`src/rtl/ddr2_init_seq_if.sv`:
```
// ddr2_init_seq_if: command bus between the DDR2 init sequencer and the PHY mux.
// master = sequencer side, slave = controller/PHY side.
interface ddr2_init_seq_if #(
    parameter int BA_BITS   = 3,
    parameter int ADDR_BITS = 14
);
    logic                 init_req;
    logic                 init_cke;
    logic [3:0]           init_cmd;
    logic [BA_BITS-1:0]   init_ba;
    logic [ADDR_BITS-1:0] init_addr;
    logic                 init_busy;
    logic                 init_done;

    modport master (
        input  init_req,
        output init_cke,
        output init_cmd,
        output init_ba,
        output init_addr,
        output init_busy,
        output init_done
    );

    modport slave (
        output init_req,
        input  init_cke,
        input  init_cmd,
        input  init_ba,
        input  init_addr,
        input  init_busy,
        input  init_done
    );
endinterface

```
`src/rtl/ddr2_init_seq.sv`:
```
// ddr2_init_seq: parametrised DDR2 power-up/initialisation sequencer.
// Define DDR2_INIT_OCD_EN to insert the OCD default/exit EMR1 pair.
module ddr2_init_seq #(
    parameter int BA_BITS     = 3,
    parameter int ADDR_BITS   = 14,
    parameter int T_PWRUP_CYC = 60000,
    parameter int T_CKE_CYC   = 100,
    parameter int T_RP_CYC    = 3,
    parameter int T_MRD_CYC   = 2,
    parameter int T_RFC_CYC   = 26,
    parameter int NUM_AREF    = 2,
    parameter int T_DLLK_CYC  = 200,
    parameter logic [ADDR_BITS-1:0] MR_VAL   = 14'h0432,
    parameter logic [ADDR_BITS-1:0] EMR1_VAL = 14'h0010,
    parameter logic [ADDR_BITS-1:0] EMR2_VAL = '0,
    parameter logic [ADDR_BITS-1:0] EMR3_VAL = '0
) (
    input logic             clk,
    input logic             rst_n,
    ddr2_init_seq_if.master bus
);
    localparam int T_M1  = (T_PWRUP_CYC > T_CKE_CYC) ? T_PWRUP_CYC : T_CKE_CYC;
    localparam int T_M2  = (T_RP_CYC > T_MRD_CYC) ? T_RP_CYC : T_MRD_CYC;
    localparam int T_M3  = (T_RFC_CYC > T_DLLK_CYC) ? T_RFC_CYC : T_DLLK_CYC;
    localparam int T_M4  = (T_M1 > T_M2) ? T_M1 : T_M2;
    localparam int T_MAX = (T_M4 > T_M3) ? T_M4 : T_M3;
    localparam int CW    = $clog2(T_MAX) + 1;
    localparam int AW    = $clog2(NUM_AREF) + 1;

    localparam logic [3:0] CMD_NOP  = 4'b0111;
    localparam logic [3:0] CMD_PRE  = 4'b0010;
    localparam logic [3:0] CMD_AREF = 4'b0001;
    localparam logic [3:0] CMD_LM   = 4'b0000;

    localparam logic [ADDR_BITS-1:0] ONE       = ADDR_BITS'(1);
    localparam logic [ADDR_BITS-1:0] A10       = ONE << 10;
    localparam logic [ADDR_BITS-1:0] MR_DLL    = MR_VAL | (ONE << 8);
    localparam logic [ADDR_BITS-1:0] MR_RUN    = MR_VAL & ~(ONE << 8);
    localparam logic [ADDR_BITS-1:0] OCD_MASK  = ADDR_BITS'(7) << 7;
    localparam logic [ADDR_BITS-1:0] EMR1_EXIT = EMR1_VAL & ~ONE & ~OCD_MASK;
    localparam logic [ADDR_BITS-1:0] EMR1_DEF  = EMR1_EXIT | OCD_MASK;

    if (NUM_AREF < 2) begin : g_bad_aref
        $error("NUM_AREF must be at least 2");
    end
    if (T_PWRUP_CYC < 1 || T_CKE_CYC < 1 || T_RP_CYC < 1 ||
        T_MRD_CYC < 1 || T_RFC_CYC < 1) begin : g_bad_gap
        $error("all gap parameters must be at least 1");
    end

    typedef enum logic [3:0] {
        S_PWRUP, S_CKE_WAIT, S_EMR2, S_EMR3, S_EMR1, S_MRDLL, S_PRE2,
        S_AREF, S_MR, S_OCD_DEF, S_OCD_EXIT, S_DLL_WAIT, S_DONE
    } state_t;

    state_t               state_q, state_d;
    logic [CW-1:0]        cnt_q, cnt_d, gap_q, gap_d, dll_q, dll_d;
    logic [AW-1:0]        aref_q, aref_d;
    logic                 cke_q, cke_d, busy_q, busy_d, done_q, done_d;
    logic [3:0]           cmd_q, cmd_d;
    logic [BA_BITS-1:0]   ba_q, ba_d;
    logic [ADDR_BITS-1:0] addr_q, addr_d;
    logic                 gap_met, go;

    always_comb begin
        state_d = state_q;
        gap_d   = gap_q;
        aref_d  = aref_q;
        cke_d   = cke_q;
        cmd_d   = CMD_NOP;
        ba_d    = ba_q;
        addr_d  = addr_q;
        busy_d  = busy_q;
        done_d  = done_q;
        gap_met = cnt_q >= gap_q;
        cnt_d   = gap_met ? cnt_q : cnt_q + 1'b1;
        dll_d   = (dll_q < CW'(T_DLLK_CYC)) ? dll_q + 1'b1 : dll_q;
        go      = gap_met;
        if (state_q == S_DLL_WAIT) go = gap_met && (dll_q >= CW'(T_DLLK_CYC));
        if (state_q == S_DONE)     go = bus.init_req;
        // cnt restarts at 1 on the issuing edge so it reads k exactly k cycles later
        if (go) begin
            cnt_d = CW'(1);
            unique case (state_q)
                S_PWRUP: begin
                    cke_d   = 1'b1;
                    gap_d   = CW'(T_CKE_CYC);
                    state_d = S_CKE_WAIT;
                end
                S_CKE_WAIT, S_DONE: begin
                    cmd_d   = CMD_PRE;
                    ba_d    = '0;
                    addr_d  = A10;
                    gap_d   = CW'(T_RP_CYC);
                    busy_d  = 1'b1;
                    done_d  = 1'b0;
                    state_d = S_EMR2;
                end
                S_EMR2: begin
                    cmd_d   = CMD_LM;
                    ba_d    = BA_BITS'(2);
                    addr_d  = EMR2_VAL;
                    gap_d   = CW'(T_MRD_CYC);
                    state_d = S_EMR3;
                end
                S_EMR3: begin
                    cmd_d   = CMD_LM;
                    ba_d    = BA_BITS'(3);
                    addr_d  = EMR3_VAL;
                    gap_d   = CW'(T_MRD_CYC);
                    state_d = S_EMR1;
                end
                S_EMR1: begin
                    cmd_d   = CMD_LM;
                    ba_d    = BA_BITS'(1);
                    addr_d  = EMR1_EXIT;
                    gap_d   = CW'(T_MRD_CYC);
                    state_d = S_MRDLL;
                end
                S_MRDLL: begin
                    cmd_d   = CMD_LM;
                    ba_d    = '0;
                    addr_d  = MR_DLL;
                    gap_d   = CW'(T_MRD_CYC);
                    dll_d   = CW'(1);
                    state_d = S_PRE2;
                end
                S_PRE2: begin
                    cmd_d   = CMD_PRE;
                    ba_d    = '0;
                    addr_d  = A10;
                    gap_d   = CW'(T_RP_CYC);
                    aref_d  = '0;
                    state_d = S_AREF;
                end
                S_AREF: begin
                    cmd_d = CMD_AREF;
                    gap_d = CW'(T_RFC_CYC);
                    if (aref_q == AW'(NUM_AREF - 1)) begin
                        aref_d  = '0;
                        state_d = S_MR;
                    end else begin
                        aref_d = aref_q + 1'b1;
                    end
                end
                S_MR: begin
                    cmd_d  = CMD_LM;
                    ba_d   = '0;
                    addr_d = MR_RUN;
                    gap_d  = CW'(T_MRD_CYC);
`ifdef DDR2_INIT_OCD_EN
                    state_d = S_OCD_DEF;
`else
                    state_d = S_OCD_EXIT;
`endif
                end
                S_OCD_DEF: begin
                    cmd_d   = CMD_LM;
                    ba_d    = BA_BITS'(1);
                    addr_d  = EMR1_DEF;
                    gap_d   = CW'(T_MRD_CYC);
                    state_d = S_OCD_EXIT;
                end
                S_OCD_EXIT: begin
                    cmd_d   = CMD_LM;
                    ba_d    = BA_BITS'(1);
                    addr_d  = EMR1_EXIT;
                    gap_d   = CW'(T_MRD_CYC);
                    state_d = S_DLL_WAIT;
                end
                S_DLL_WAIT: begin
                    busy_d  = 1'b0;
                    done_d  = 1'b1;
                    state_d = S_DONE;
                end
                default: ;
            endcase
        end
    end

    always_ff @(posedge clk or negedge rst_n) begin
        if (!rst_n) begin
            state_q <= S_PWRUP;
            cnt_q   <= '0;
            gap_q   <= CW'(T_PWRUP_CYC);
            dll_q   <= '0;
            aref_q  <= '0;
            cke_q   <= 1'b0;
            cmd_q   <= CMD_NOP;
            ba_q    <= '0;
            addr_q  <= '0;
            busy_q  <= 1'b1;
            done_q  <= 1'b0;
        end else begin
            state_q <= state_d;
            cnt_q   <= cnt_d;
            gap_q   <= gap_d;
            dll_q   <= dll_d;
            aref_q  <= aref_d;
            cke_q   <= cke_d;
            cmd_q   <= cmd_d;
            ba_q    <= ba_d;
            addr_q  <= addr_d;
            busy_q  <= busy_d;
            done_q  <= done_d;
        end
    end

    assign bus.init_cke  = cke_q;
    assign bus.init_cmd  = cmd_q;
    assign bus.init_ba   = ba_q;
    assign bus.init_addr = addr_q;
    assign bus.init_busy = busy_q;
    assign bus.init_done = done_q;
endmodule

```
`src/flat_wrapper.sv`:
```
// flat-port wrapper written by rule: the top's interface ports become plain ports
module ddr2_init_seq_flat 
#(
    parameter int BA_BITS     = 3,
    parameter int ADDR_BITS   = 14,
    parameter int T_PWRUP_CYC = 60000,
    parameter int T_CKE_CYC   = 100,
    parameter int T_RP_CYC    = 3,
    parameter int T_MRD_CYC   = 2,
    parameter int T_RFC_CYC   = 26,
    parameter int NUM_AREF    = 2,
    parameter int T_DLLK_CYC  = 200,
    parameter logic [ADDR_BITS-1:0] MR_VAL   = 14'h0432,
    parameter logic [ADDR_BITS-1:0] EMR1_VAL = 14'h0010,
    parameter logic [ADDR_BITS-1:0] EMR2_VAL = '0,
    parameter logic [ADDR_BITS-1:0] EMR3_VAL = '0
)
  (clk, rst_n, bus_init_req, bus_init_cke, bus_init_cmd, bus_init_ba, bus_init_addr, bus_init_busy, bus_init_done);
  ddr2_init_seq_if #(.BA_BITS(BA_BITS), .ADDR_BITS(ADDR_BITS)) bus_i ();
  input logic clk;
  input logic rst_n;
  input wire logic [$bits(bus_i.init_req)-1:0] bus_init_req;
  output wire logic [$bits(bus_i.init_cke)-1:0] bus_init_cke;
  output wire logic [$bits(bus_i.init_cmd)-1:0] bus_init_cmd;
  output wire logic [$bits(bus_i.init_ba)-1:0] bus_init_ba;
  output wire logic [$bits(bus_i.init_addr)-1:0] bus_init_addr;
  output wire logic [$bits(bus_i.init_busy)-1:0] bus_init_busy;
  output wire logic [$bits(bus_i.init_done)-1:0] bus_init_done;
  assign bus_i.init_req = bus_init_req;
  assign bus_init_cke = bus_i.init_cke;
  assign bus_init_cmd = bus_i.init_cmd;
  assign bus_init_ba = bus_i.init_ba;
  assign bus_init_addr = bus_i.init_addr;
  assign bus_init_busy = bus_i.init_busy;
  assign bus_init_done = bus_i.init_done;
  ddr2_init_seq #(.BA_BITS(BA_BITS), .ADDR_BITS(ADDR_BITS), .T_PWRUP_CYC(T_PWRUP_CYC), .T_CKE_CYC(T_CKE_CYC), .T_RP_CYC(T_RP_CYC), .T_MRD_CYC(T_MRD_CYC), .T_RFC_CYC(T_RFC_CYC), .NUM_AREF(NUM_AREF), .T_DLLK_CYC(T_DLLK_CYC), .MR_VAL(MR_VAL), .EMR1_VAL(EMR1_VAL), .EMR2_VAL(EMR2_VAL), .EMR3_VAL(EMR3_VAL)) u_core (.clk(clk), .rst_n(rst_n), .bus(bus_i));
endmodule
```
`config.mk`:
```
export PLATFORM = sky130hd
export DESIGN_NAME = ddr2_init_seq_flat
export DESIGN_NICKNAME = d
export VERILOG_FILES = /design/src/rtl/ddr2_init_seq_if.sv /design/src/rtl/ddr2_init_seq.sv /design/src/flat_wrapper.sv
export SDC_FILE = /design/constraint.sdc
export NUM_CORES = 1
export LEC_CHECK = 0
export CAP_MARGIN = 20
export CORE_MARGIN = 2
export CORE_UTILIZATION = 53
export CTS_CLUSTER_SIZE = 24
export DETAILED_ROUTE_END_ITERATION = 7
export GPL_TIMING_DRIVEN = 0
export MAX_ROUTING_LAYER = met4
export PLACE_DENSITY = 0.77
export SLEW_MARGIN = 20
export SYNTH_ARGS = -nofsm -noshare
export SYNTH_HDL_FRONTEND = slang
export SYNTH_SLANG_ARGS = --single-unit
```
`constraint.sdc`:
```
create_clock -name clk -period 2.8 [get_ports clk]
set_clock_uncertainty 0.2 [all_clocks]
set_input_delay 0.42 -clock clk [delete_from_list [all_inputs] [get_ports clk]]
set_output_delay 0.42 -clock clk [all_outputs]
set_load 0.01 [all_outputs]
```
==> results.cfg, run 1 <==
[critical_path]
critical-path-slowest-cell = sky130_fd_sc_hd__dfstp_2
reg2reg_end = u_core.cnt_q[15]
crit_path_max_fo = 7
reg2regPathDepth = 9
timing.critical_path.arrival_ps = 2860
critical_path_required_time_ps = 2870
timing.rr.start = u_core.gap_q[14]
worstSetupPathType = register to register
path_delay_family = simple AND/OR/NAND/NOR gates
crit_chain = clkinv_4 -> ha_4 -> and4_4 -> a2111oi_4 -> buf_4 -> nand3_4 -> buf_6 -> or4_4 -> a21oi_2
critical_path_buf_inv_count = 3
ff2ff_setup_slack_ps = 9
slowest_delay_ps = 550
worstSetupPathDepth = 9
crit_path_end_kind = register
cp_launch_type = register

[power_and_ir_drop]
power_uw = 4690
power.ir.vdd_worst_mv = 0.782
p_leak_uw = 0.00189
power.density_mw_per_mm2 = 1100

[die]
chipHeight_um = 84.1
placement_rows = 29
die-area_mm2 = 0.00708
core-area_mm2 = 0.00628
ios = 27
floorplan.initialDensity_pct = 54.2
die_w_um = 84.1

[timing]
worst_pin_slew_ps = 784
unrepaired_setup_endpoints_after_global_routing = yes
fmax_mhz = 358
drv_slew = 0
final_hold_viol_count = 0
timing.final.crit_period_ps = 2790
timing.slew.headroom_pct = 47.3
min_period_over_period_pct = 99.7
finalSetupViolations = 0

[drt]
avgRoutedWirePerCell_um = 17.5
detail_route.wirelength_um = 8800
drc_errors = 0
antenna_left = 0
dr.first_iter.drc_count = 220
vias_per_cell = 6.05
vias = 3041
drt_pre_antenna_iters = 5

[synth]
synth-edff-count = 0
netlist_top_cells_area = sky130_fd_sc_hd__dfrtp_1 (39%), sky130_fd_sc_hd__ha_1 (5.5%), sky130_fd_sc_hd__dfstp_2 (4.6%)
post-synth-top-area-fraction_pct = 39.0
postSynthAreaPerCell_um2 = 9.20
synth.ff_latch_count = 59
postSynth.asyncResetShare_pct = 100
synth.lib_cells_used.distinct = 58
synth_cells = 370
synth.yosys.warnings = 0
synth_largest_area_cell = sky130_fd_sc_hd__dfrtp_1
post_synthesis_cell_area_mm2 = 0.00340
synth_seq_area_share_pct = 43.6
synth_top_flop_cell = sky130_fd_sc_hd__dfrtp_1

[finish]
antenna_cells = 0
layout-drive-gt1-share_pct = 21.1
layout_commonest_cell = sky130_fd_sc_hd__dfrtp_1
finish.cell_count_without_fillers = 503
area.growth.synth_to_final_pct = 25.0
regArea_mm2 = 0.00148
commonest_cells_after_routing_fill_and_taps_aside = sky130_fd_sc_hd__dfrtp_1 (53), sky130_fd_sc_hd__nand2_1 (30), sky130_fd_sc_hd__nor2_1 (28)
final.fill_count = 494
area_occupied_by_multi_input_gates_mm2 = 0.00192
finalNetCount = 439

[place]
gpl.final_weighted_congestion = 0.924
place_hpwl_um = 5430
portBuffers = 17
placed_instances = 473

[worst_hold_path]
timing.hold.worst.class = register to register
min_to = u_core.bus.init_cke
whs_path_depth = 1
hold_path_startpoint = u_core.bus.init_cke

[clocking]
h_tree_levels = 3
cts.root.buffer_cell = sky130_fd_sc_hd__clkbuf_8
number_of_buffers_added_by_the_clock_tree_synthesis_step = 9
clk_path_buf_depth = 2
clock_latency_ps = 340
clock_tree_from_tritoncts = yes
clkTransAtPathRegs_ps = 70
clock_sink_count = 59

[global_routing]
grt_max_degree = 31
gr-total-overflow = 0
antenna_found_initial = 0
globalRouteTotalUtil_pct = 24.9
grt_pass1_wl_um = 13600
vias_in_the_first_global_route = 2932

[flow_run]
maxCapViolCount = 0

[outcome]
status = finished, final reports clean
## report_power, final
group	total, uW	internal, uW	leakage (uW)	switching [uW]
sequential	1290	1090	0.000751	203
clock	768	436	0.0000947	332
combinational	2630	1130	0.00104	1500
total	4690	2650	0.00189	2040
## through the flow
step | hold slack [ps] | cell area, um^2 | util [%] | TNS (ps) | setup slack, ps
floorplan | -75.6 | 3430 | - | 0 | 19.2
global placement | 254 | 3700 | 58.9 | -60360 | -777
detailed placement | 179 | 3720 | 59.2 | -22140 | -631
CTS | 281 | 4060 | 64.6 | 0 | 6.34
global route | 289 | 4260 | 67.8 | -460 | -52.8
finish | 274 | 4260 | 67.8 | 0 | 8.86
## final cells by class
class	instances	share of cell area, %
multi-input cells	273	45.0
flip-flops and latches	59	34.9
plain buffers	30	4.53
clock buffers	14	3.59
well taps	77	2.26
repair buffers	32	7.38
clock inverters	2	0.823
inverters	16	1.53
## layer usage
| metal | track usage (%) | vias to the layer above | wire length (um) |
|---|---|---|---|
| li1 | - | 1419 | - |
| met1 | 32.0 | 1463 | 3840 |
| met2 | 38.7 | 136 | 4280 |
| met3 | 4.03 | 23 | 442 |
| met4 | 12.0 | 0 | 228 |
| met5 | - | - | 0 |
## flip-flops by register name, indices dropped and copies added, names as in the netlist
register	count
u_core.bus.init_ba	2
u_core.bus.init_busy	1
u_core.bus.init_done	1
u_core.dll_q	17
u_core.bus.init_addr	5
u_core.bus.init_cke	1
u_core.bus.init_cmd	3
u_core.aref_q	2
u_core.gap_q	6
u_core.state_q	4
u_core.cnt_q	17
## worst max path at each step
stage | from | end
2_1_floorplan | u_core.gap_q[14] | u_core.cnt_q[15]
4_1_cts | u_core.gap_q[6] | u_core.cnt_q[15]
3_5_place_dp | u_core.gap_q[14] | u_core.cnt_q[9]
5_1_grt | u_core.gap_q[14] | u_core.gap_q[0]
6_report | u_core.gap_q[14] | u_core.cnt_q[15]
3_3_place_gp | rst_n | u_core.dll_q[7]
## cells in the mapped netlist, drive strengths merged, types with 2 or more instances
cell	n
o21ai	19
a211oi	2
and3	12
nor2	28
a31oi	9
dfrtp	53
xor2	9
a21oi	27
a311oi	2
buf	16
ha	15
a22oi	2
a221o	2
o22ai	3
nand2b	6
inv	16
mux2	2
nand4	12
nand3	12
or4	5
and4	2
nor4	3
o2111ai	2
and2	15
nand2	31
xnor2	3
o31ai	4
o21a	3
mux2i	3
nor3	7
or3	5
a211o	2
clkbuf	14
nor2b	2
or2	2
dfstp	6
## logic make-up (layout without fill, tap and decap cells)
family          Yosys count  in the layout  synth area share, %
simple gates            143            143                 21.9
xor+xnor                 12             12                 3.09
other cells               1              9                0.110
mux                       5              5                 1.54
fa+ha+maj                15             15                 5.51
flops                    59             59                 43.6
buf+inv                  46             94                 6.58
compound gates           89             89                 17.6
## timing repair
action	4_1_cts	5_1_grt
gates resized for setup	16	49
endpoints found under the hold margin	23	0
hold buffers	1	0
pin swaps	9	22
endpoints found under the setup margin	59	53
buffers inserted	9	4
gates cloned	0	0
Note: power is estimated with default switching activity, not from simulation.
==> run 2: changes to the inputs <==
- RECOVER_POWER: unset -> 100
==> run 2 against run 1 <==
Non-clock buffer count stayed put. Largest cell class unchanged. Register-to-register slack barely moved. Critical path type unchanged. Critical endpoint unchanged. The flow now finishes with violations (max-capacitance violations, max-slew violations). Sequential power about the same.
==> results.cfg, run 2 (same netlist as run 1, synthesis figures left out) <==
[outcome]
status = complete, but fails checks
violated_checks = max-capacitance violations, max-slew violations

[clocking]
clock_sink_count = 59
cts.root.buffer_cell = sky130_fd_sc_hd__clkbuf_8
clock_latency_ps = 340
number_of_buffers_added_by_the_clock_tree_synthesis_step = 9
clkTransAtPathRegs_ps = 70
clock_tree_from_tritoncts = yes
clk_path_buf_depth = 2
h_tree_levels = 3

[power_and_ir_drop]
power_uw = 4660
power.density_mw_per_mm2 = 1100
p_leak_uw = 0.00190
power.ir.vdd_worst_mv = 0.754

[drt]
drt_pre_antenna_iters = 5
vias = 3019
vias_per_cell = 6.00
detail_route.wirelength_um = 8780
drc_errors = 0
avgRoutedWirePerCell_um = 17.5
dr.first_iter.drc_count = 234
antenna_left = 0

[finish]
area.growth.synth_to_final_pct = 24.9
layout_commonest_cell = sky130_fd_sc_hd__dfrtp_1
layout-drive-gt1-share_pct = 20.9
final.fill_count = 494
antenna_cells = 0
finalNetCount = 439
commonest_cells_after_routing_fill_and_taps_aside = sky130_fd_sc_hd__dfrtp_1 (53), sky130_fd_sc_hd__nand2_1 (30), sky130_fd_sc_hd__nor2_1 (28)
postLayoutCoreUtil_pct = 67.7
reg_top3 = u_core.cnt_q: 17 flops, u_core.dll_q: 17 flops, u_core.gap_q: 6 flops

[timing]
timing.slew.headroom_pct = -14.7
timing.final.crit_period_ps = 2790
min_period_over_period_pct = 99.5
fmax_mhz = 359
final.setup.tns_ps = 0
drv_slew = 30
unrepaired_setup_endpoints_after_global_routing = yes
finalSetupViolations = 0
final_hold_viol_count = 0
worst_pin_slew_ps = 1720

[critical_path]
crit_path_max_fo = 7
cp_launch_type = register
timing.critical_path.arrival_ps = 2860
critical-path-slowest-cell = sky130_fd_sc_hd__dfstp_2
slowest_delay_ps = 550
crit_path_end_kind = register
critical_path_required_time_ps = 2870
critical_path_buf_inv_count = 3
path_delay_family = simple AND/OR/NAND/NOR gates
crit_chain = clkinv_4 -> ha_4 -> and4_4 -> a2111oi_4 -> buf_4 -> nand3_4 -> buf_6 -> or4_4 -> a21oi_2
worstSetupPathType = register to register

[global_routing]
grt_max_degree = 31
vias_in_the_first_global_route = 2932
globalRouteTotalUtil_pct = 24.9
antenna_found_initial = 0
grt_pass1_wl_um = 13600
gr-total-overflow = 0

[die]
ios = 27
chipHeight_um = 84.1
floorplan.initialDensity_pct = 54.2
die-area_mm2 = 0.00708
placement_rows = 29
core-area_mm2 = 0.00628
die_w_um = 84.1

[flow_run]
maxCapViolCount = 1

[place]
portBuffers = 17
place_hpwl_um = 5430
gpl.final_weighted_congestion = 0.924

[worst_hold_path]
timing.hold.worst.class = register to register
run 2: worst paths after layout:
kind                                       endpoint  depth (start not counted)  slack, ps                 from
worst max-delay path               u_core.cnt_q[15]                          9         10     u_core.gap_q[14]
worst min-delay path            u_core.bus.init_cke                          1        270  u_core.bus.init_cke
worst max register to register     u_core.cnt_q[15]                          9         10     u_core.gap_q[14]
worst min register to register  u_core.bus.init_cke                          1        270  u_core.bus.init_cke
max in group asynchronous          u_core.aref_q[1]                          2        530                rst_n
min in group asynchronous           u_core.gap_q[2]                          2        870                rst_n
run 2: cell type report:
cell class,count,area (um^2),share of cell area [%]
multi-input cells,273,1920,45.1
repair buffers,32,310,7.30
plain buffers,30,193,4.53
well taps,77,96.3,2.27
clock buffers,14,153,3.59
clock inverters,2,35.0,0.824
inverters,16,65.1,1.53
flip-flops and latches,59,1480,34.9
run 2: where the power goes:
part | internal, uW | switching, uW | total (uW) | leakage, uW
clock network | 436 | 331 | 767 | 0.0000947
registers | 1090 | 199 | 1290 | 0.000751
logic | 1100 | 1510 | 2600 | 0.00105
total | 2620 | 2040 | 4660 | 0.00190
run 2: routing by layer:
layer | track usage (%) | part of all wire, % | vias up | wire (um)
li1 | - | - | 1420 | -
met2 | 38.7 | 49 | 121 | 4320
met1 | 32.0 | 44 | 1459 | 3840
met5 | - | 0 | - | 0
met4 | 12.0 | 2.4 | 0 | 210
met3 | 4.03 | 4.7 | 19 | 409
run 2: per-stage QoR:
| step | area [um^2] | worst slack [ps] | instances | hold slack (ps) |
|---|---|---|---|---|
| after floorplan | 3430 | 19.2 | 378 | -75.6 |
| after CTS | 4060 | 6.34 | 499 | 281 |
| after detailed placement | 3720 | -631 | 473 | 179 |
| final | 4250 | 14.0 | 503 | 268 |
| after global routing | 4250 | -52.8 | 503 | 284 |
| after global placement | 3700 | -777 | 472 | 254 |
run 2: repair_timing:
| action | in CTS | in global routing |
|---|---|---|
| buffers inserted | 9 | 4 |
| gates resized for setup | 16 | 49 |
| hold buffers | 1 | 0 |
| pin swaps | 9 | 22 |
| setup endpoints to repair | 59 | 53 |
| hold endpoints to repair | 23 | 0 |
